### config.mk
export PLATFORM = sky130hd
export DESIGN_NAME = muldiv_seq
export DESIGN_NICKNAME = d
export VERILOG_FILES = /design/src/rtl/muldiv_pkg.sv /design/src/rtl/muldiv_step.sv /design/src/rtl/muldiv_seq.sv
export SDC_FILE = /design/constraint.sdc
export NUM_CORES = 1
export LEC_CHECK = 0
export BUFFER_PORTS_ARGS = -buffer_cell sky130_fd_sc_hd__buf_2
export CELL_PAD_IN_SITES_DETAIL_PLACEMENT = 2
export CELL_PAD_IN_SITES_GLOBAL_PLACEMENT = 2
export CORE_ASPECT_RATIO = 1.75
export CORE_MARGIN = 2
export CORE_UTILIZATION = 33
export CTS_CLUSTER_SIZE = 16
export DETAILED_ROUTE_END_ITERATION = 10
export PLACE_DENSITY_LB_ADDON = 0.1
export SYNTH_ARGS = -nofsm -noshare
export SYNTH_HDL_FRONTEND = slang
export SYNTH_HIERARCHICAL = 1
export SYNTH_SLANG_ARGS = --single-unit
### constraint.sdc
create_clock -name i_clk -period 3.1 [get_ports i_clk]
set_clock_uncertainty 0.1 [all_clocks]
set_input_delay 0.31 -clock i_clk [delete_from_list [all_inputs] [get_ports i_clk]]
set_output_delay 0.31 -clock i_clk [all_outputs]
set_load 0.01 [all_outputs]
### src/rtl/muldiv_pkg.sv
// Shared definitions for the iterative RV32M multiply/divide sequencer:
// funct3 opcodes, FSM state encoding and operand-signedness predicates.
package muldiv_pkg;

    localparam logic [2:0] MD_MUL    = 3'b000;
    localparam logic [2:0] MD_MULH   = 3'b001;
    localparam logic [2:0] MD_MULHSU = 3'b010;
    localparam logic [2:0] MD_MULHU  = 3'b011;
    localparam logic [2:0] MD_DIV    = 3'b100;
    localparam logic [2:0] MD_DIVU   = 3'b101;
    localparam logic [2:0] MD_REM    = 3'b110;
    localparam logic [2:0] MD_REMU   = 3'b111;

    typedef enum logic [2:0] {
        S_IDLE = 3'd0,
        S_PREP = 3'd1,
        S_RUN  = 3'd2,
        S_FIX  = 3'd3,
        S_DONE = 3'd4
    } state_t;

    function automatic logic is_div(input logic [2:0] funct3);
        return (funct3 == MD_DIV) || (funct3 == MD_DIVU) ||
               (funct3 == MD_REM) || (funct3 == MD_REMU);
    endfunction

    function automatic logic op1_signed(input logic [2:0] funct3);
        return (funct3 == MD_MULH) || (funct3 == MD_MULHSU) ||
               (funct3 == MD_DIV)  || (funct3 == MD_REM);
    endfunction

    function automatic logic op2_signed(input logic [2:0] funct3);
        return (funct3 == MD_MULH) || (funct3 == MD_DIV) || (funct3 == MD_REM);
    endfunction

endpackage

### src/rtl/muldiv_step.sv
// One combinational iteration: a shift-add multiply step or a restoring
// divide step over the {hi,lo} register pair.
module muldiv_step #(
    parameter int WIDTH = 32
) (
    input  logic             is_div,
    input  logic [WIDTH-1:0] hi,
    input  logic [WIDTH-1:0] lo,
    input  logic [WIDTH-1:0] operand,
    output logic [WIDTH-1:0] hi_next,
    output logic [WIDTH-1:0] lo_next
);

    logic [WIDTH:0] sum;
    logic [WIDTH:0] shifted;
    logic [WIDTH:0] diff;

    always_comb begin
        sum     = '0;
        shifted = '0;
        diff    = '0;
        hi_next = hi;
        lo_next = lo;
        if (is_div) begin
            shifted = {hi, lo[WIDTH-1]};
            diff    = shifted - {1'b0, operand};
            // A clear top bit means no borrow: the divisor fits, keep the difference.
            if (!diff[WIDTH]) begin
                hi_next = diff[WIDTH-1:0];
                lo_next = {lo[WIDTH-2:0], 1'b1};
            end else begin
                hi_next = shifted[WIDTH-1:0];
                lo_next = {lo[WIDTH-2:0], 1'b0};
            end
        end else begin
            sum     = lo[0] ? ({1'b0, hi} + {1'b0, operand}) : {1'b0, hi};
            hi_next = sum[WIDTH:1];
            lo_next = {sum[0], lo[WIDTH-1:1]};
        end
    end

endmodule

### src/rtl/muldiv_seq.sv
// Iterative RV32M multiply/divide sequencer (IDLE/PREP/RUN/FIX/DONE).
// Define MULDIV_EARLY_OUT_EN to short-circuit zero operands from PREP to FIX.
module muldiv_seq
    import muldiv_pkg::*;
#(
    parameter int WIDTH = 32
) (
    input  logic             i_clk,
    input  logic             i_rst,
    input  logic             i_valid,
    output logic             o_ready,
    input  logic [2:0]       i_funct3,
    input  logic [WIDTH-1:0] i_op1,
    input  logic [WIDTH-1:0] i_op2,
    input  logic             i_flush,
    output logic             o_valid,
    input  logic             i_ready,
    output logic [WIDTH-1:0] o_result,
    output logic             o_busy
);

    localparam int CW = $clog2(WIDTH);

    state_t           state_reg;
    logic [2:0]       funct3_reg;
    logic [WIDTH-1:0] op1_reg;
    logic [WIDTH-1:0] op2_reg;
    logic [WIDTH-1:0] hi_reg;
    logic [WIDTH-1:0] lo_reg;
    logic [WIDTH-1:0] operand_reg;
    logic [WIDTH-1:0] result_reg;
    logic [CW-1:0]    count_reg;
    logic             valid_reg;

    logic             div_op;
    logic             neg1;
    logic             neg2;
    logic [WIDTH-1:0] abs1;
    logic [WIDTH-1:0] abs2;
    logic [WIDTH-1:0] hi_step;
    logic [WIDTH-1:0] lo_step;
    logic [2*WIDTH-1:0] product;
    logic [WIDTH-1:0] quot;
    logic [WIDTH-1:0] rem;
    logic [WIDTH-1:0] fix_result;

    muldiv_step #(.WIDTH(WIDTH)) u_step (
        .is_div  (div_op),
        .hi      (hi_reg),
        .lo      (lo_reg),
        .operand (operand_reg),
        .hi_next (hi_step),
        .lo_next (lo_step)
    );

    always_comb begin
        div_op = is_div(funct3_reg);
        neg1   = op1_signed(funct3_reg) & op1_reg[WIDTH-1];
        neg2   = op2_signed(funct3_reg) & op2_reg[WIDTH-1];
        abs1   = neg1 ? -op1_reg : op1_reg;
        abs2   = neg2 ? -op2_reg : op2_reg;
    end

    // Divide-by-zero and signed overflow both fall out of the unsigned core
    // plus these sign rules, so no special forcing is needed here.
    always_comb begin
        product = {hi_reg, lo_reg};
        if (neg1 ^ neg2) product = -product;
        quot = lo_reg;
        if ((neg1 ^ neg2) && (op2_reg != '0)) quot = -quot;
        rem = hi_reg;
        if (neg1) rem = -rem;
        if (div_op)
            fix_result = funct3_reg[1] ? rem : quot;
        else if (funct3_reg == MD_MUL)
            fix_result = product[WIDTH-1:0];
        else
            fix_result = product[2*WIDTH-1:WIDTH];
    end

    always_ff @(posedge i_clk) begin
        if (i_rst) begin
            state_reg   <= S_IDLE;
            funct3_reg  <= '0;
            op1_reg     <= '0;
            op2_reg     <= '0;
            hi_reg      <= '0;
            lo_reg      <= '0;
            operand_reg <= '0;
            result_reg  <= '0;
            count_reg   <= '0;
            valid_reg   <= 1'b0;
        end else if (i_flush) begin
            state_reg <= S_IDLE;
            valid_reg <= 1'b0;
        end else begin
            case (state_reg)
                S_IDLE: begin
                    if (i_valid) begin
                        funct3_reg <= i_funct3;
                        op1_reg    <= i_op1;
                        op2_reg    <= i_op2;
                        state_reg  <= S_PREP;
                    end
                end
                S_PREP: begin
                    hi_reg    <= '0;
                    count_reg <= CW'(WIDTH - 1);
                    state_reg <= S_RUN;
                    if (div_op) begin
                        lo_reg      <= abs1;
                        operand_reg <= abs2;
                    end else begin
                        lo_reg      <= abs2;
                        operand_reg <= abs1;
                    end
`ifdef MULDIV_EARLY_OUT_EN
                    // Preload what a full run would have left so FIX needs no special case.
                    if ((op2_reg == '0) || (!div_op && (op1_reg == '0))) begin
                        state_reg <= S_FIX;
                        if (div_op) begin
                            hi_reg      <= abs1;
                            lo_reg      <= '1;
                            operand_reg <= '0;
                        end else begin
                            lo_reg <= '0;
                        end
                    end
`endif
                end
                S_RUN: begin
                    hi_reg    <= hi_step;
                    lo_reg    <= lo_step;
                    count_reg <= count_reg - 1'b1;
                    if (count_reg == '0) state_reg <= S_FIX;
                end
                S_FIX: begin
                    result_reg <= fix_result;
                    valid_reg  <= 1'b1;
                    state_reg  <= S_DONE;
                end
                S_DONE: begin
                    if (i_ready) begin
                        valid_reg <= 1'b0;
                        state_reg <= S_IDLE;
                    end
                end
                default: state_reg <= S_IDLE;
            endcase
        end
    end

    assign o_ready  = (state_reg == S_IDLE);
    assign o_busy   = (state_reg != S_IDLE);
    assign o_valid  = valid_reg;
    assign o_result = result_reg;

endmodule

==> results <==
- The clock sink count is 204.
- In the final routed layout, each cell accounts on average for 27.7 um.
- The number of antenna diodes in the final layout is 0.
- The share of total power dissipated in sequential elements is 0.323.
- The total area inside the core boundary comes to 51600 sq um.
- For this configuration, the core starts out at a cell density of 0.334.
- The critical path is of the reg -> reg type.
- The relative max-transition margin is 0.481.
- In the post-synthesis netlist, the biggest area contributors are dfxtp_1, a21oi_1, nand2_1, xnor2_1, ha_1.
- The number of max-slew violations in the final report was 0.
- The overall overflow remaining after global route is 0.
- TritonCTS created 24 clock buffers.
- The fraction of layout cells with a size suffix above 1 is 0.237.
- The number of hold violations in the final report is 0.
- Of the total power, the share spent switching nets is 0.338.
- The internal power consumption is 5.73 mW.
- The clock edge transition at the registers on the reported setup and hold paths is 0.07 ns.
- Final hold analysis gives a worst-case slack of 0.0627 ns.
- Setup slack on the critical path of the routed design comes to -0.385 ns.
- In this run the core area contains 110 standard-cell rows.
- Counting flops and latches in the post-synthesis netlist gives 204.
- The count of port buffers added during placement is 106.
- The antenna violation net count after detailed routing is 0.
- By count the netlist is led by nand2_1, a21oi_1, dfxtp_1.
- The H-tree depth is 1.
- Prior to clock tree synthesis, the placed netlist has a worst setup slack of -0.446 ns.
- The count of nets after finishing is 2925.
- The total via count in the routed design is 20900.
- In this run the power density over the cells is 378 nW/um^2.
- The pin count of the biggest net entering global routing is 77.
- STA classifies the critical path endpoint as a flop.
- The required time at the worst-slack endpoint is 3.47 ns.
- Along the worst path, the maximum fanout reaches 5.
- The die outline width is 177 um.
- The clock insertion delay at the later pin of the skew report is 0.56 ns.
- Compared with the post-synthesis result, the final layout area differs by 32.7%.
- The initial antenna violation count is 4.
- The clock share of power is 0.377.
- Across the VDD grid, the largest voltage drop is 0.347 mV.
- The aggregate routed wire length is 96100 um.
- Setup repair after global routing could not meet its margin everywhere.
- The count of boundary I/O pins is 107.
- The global-route usage over all layers is 0.348.
- The synthesized design contains 0 enable-type register cells.
- Fill cells in the final layout number 5975.
- In this run the worst hold path is classified as in -> reg.
- The reported max-cap violation count is 0.
- Yosys instantiated no cell more often than nand2_1.
- Of the available clock period, the critical path in the final layout requires 1.12.
- Setup violations remaining at the end of the flow were counted as 34.
- The post-route setup TNS is -10.66 ns.
- For the pin with the worst max-slew slack, the measured transition is 0.775 ns.
- The cell count after synthesis is 2383.
- Of the synthesized area, sequential elements account for 0.237.
- The first TritonRoute pass finished after 5 iterations.
- The average instance in the mapped netlist occupies 7.24 sq um.
- In this run, the number of DRC markers left after iteration 0 of detailed routing was 1058.
- After detailed routing, the number of remaining DRC violations is 0.
- The number of global-route vias before repair is 23600.
- Counting along the longest clock path gives a buffer depth of 3.
- The detailed placement HPWL is 72200 um.
- The checks that failed: negative setup slack.
- The net switching power is 2.92 mW.
- TritonCTS built the clock tree.
- Of all cell types, the one taking the most synthesized area is dfxtp_1.
- The async set-reset flop share out of synthesis is 0.
- The floorplan step set the die height to 307 um.
- The shortest period the worst path allows is 3.49 ns.
- The critical path arrival is 3.86 ns.
- The floorplan step defined a die boundary enclosing 54200 sq um.
- The synthesized netlist occupies a cell area of 17300 sq um.
- Summing internal, switching and leakage power gives 8.66 mW.
- The share of synthesized area in the top cell type comes to 0.237.
- The static leakage is 9.79 nW.
- The weighted congestion at the end of routability-driven global placement is 0.941.
- The total nets after synthesis is 2527.
- Derived from the worst setup path, the maximum achievable clock frequency is 0.287 GHz.
- The part of the power in combinational logic is 0.300.
- The number of vias per cell after detailed routing is 6.02.
- The tree is rooted in a clkbuf_16.
- The count of distinct cell types in the synthesized netlist is 89.
- The flow ran to the end, but the final reports show violations.
- During synthesis, Yosys emitted a total of 6 warnings.
- The critical path startpoint category is a flop.
- The dominant synthesized flop cell is dfxtp_1.
- The wire length of the first global-routing pass is 144000 um.
## through the flow
step / instances / util / cell area [sq um]
2_1_floorplan: 2383 / - / 17300
3_3_place_gp: 3333 / 0.402 / 20700
3_5_place_dp: 3333 / 0.402 / 20700
4_1_cts: 3458 / 0.439 / 22700
5_1_grt: 3470 / 0.444 / 22900
6_report: 3470 / 0.444 / 22900
## critical path: stages, from the launching register on
cell and delay [ns]:
dfxtp_4 0.36, inv_4 0.04, ha_4 0.15, fa_2 0.34, nand2b_4 0.17, a21oi_4 0.22, o2111ai_4 0.20, a21boi_4 0.29
o2111ai_4 0.18, a21boi_4 0.24, nor3_4 0.07, buf_4 0.15, buf_8 0.12, buf_8 0.13, buf_4 0.14, nand3b_1 0.09
o211a_1 0.16, nand2_1 0.04, a21oi_1 0.19
## cells in the final DEF (no fill, tap or decap), types with 35 or more instances in the layout
cell type and n:
inv_1 72, nand2_1 316, a31oi_1 35, ha_1 66
nand3_1 74, dlygate4sd3_1 68, nor2_1 180, o21ai_0 96
buf_4 354, a21oi_1 273, a211oi_1 56, xor2_1 85
dfxtp_1 194, nor3_1 64, a21o_1 35, xnor2_1 103
mux2i_1 37, buf_2 105
## what timing repair did
action,4_1_cts,5_1_grt
endpoints found under the setup margin,35,42
setup buffers,11,12
pin swaps,21,27
endpoints found under the hold margin,69,0
gates cloned,3,2
gates resized for setup,45,40
hold buffers,68,0
## cell type report
type,count,area [sq um],area share
clock buffers,30,706,0.0308
clock inverters,13,170,0.00743
inverters,75,284,0.0124
well taps,672,841,0.0367
repair buffers,548,4240,0.185
flip-flops and latches,204,4100,0.179
multi-input cells,1928,12600,0.549
## per-layer routing
| layer | global-route usage | routed length (um) |
|---|---|---|
| met1 | 0.340 | 33300 |
| met2 | 0.663 | 50700 |
| met3 | 0.0340 | 3270 |
| met4 | 0.265 | 8740 |
| met5 | 0 | 57 |
## cell families after synthesis
logic type / Yosys count / synth area share
mux: 75 / 0.0460
simple gates: 860 / 0.239
buf+inv: 251 / 0.0569
compound gates: 733 / 0.273
xor+xnor: 188 / 0.0954
flops: 204 / 0.237
fa+ha+maj: 72 / 0.0531
## power groups by stage
stage          clock network [mW]  logic, mW  registers (mW)
3_5_place_dp                    0       2.15            2.85
6_report                     3.26       2.60            2.80
4_1_cts                      3.31       2.45            2.79
3_3_place_gp                    0       2.08            2.84
2_1_floorplan                   0       1.18            2.83
5_1_grt                      3.41       2.73            2.81
## final timing paths
kind	endpoint	cells past startpoint	start	slack, ns
hold / removal	funct3_reg[0]$_SDFFE_PP0P_	2	i_rst	0.06
hold reg to reg	o_result[13]$_SDFFE_PP0P_	1	o_result[13]$_SDFFE_PP0P_	0.36
setup / recovery	hi_reg[26]$_SDFFE_PP0P_	18	lo_reg[31]$_SDFFE_PP0P_	-0.39
setup reg to reg	hi_reg[26]$_SDFFE_PP0P_	18	lo_reg[31]$_SDFFE_PP0P_	-0.39
No activity file was read; power rests on OpenSTA's default activity.
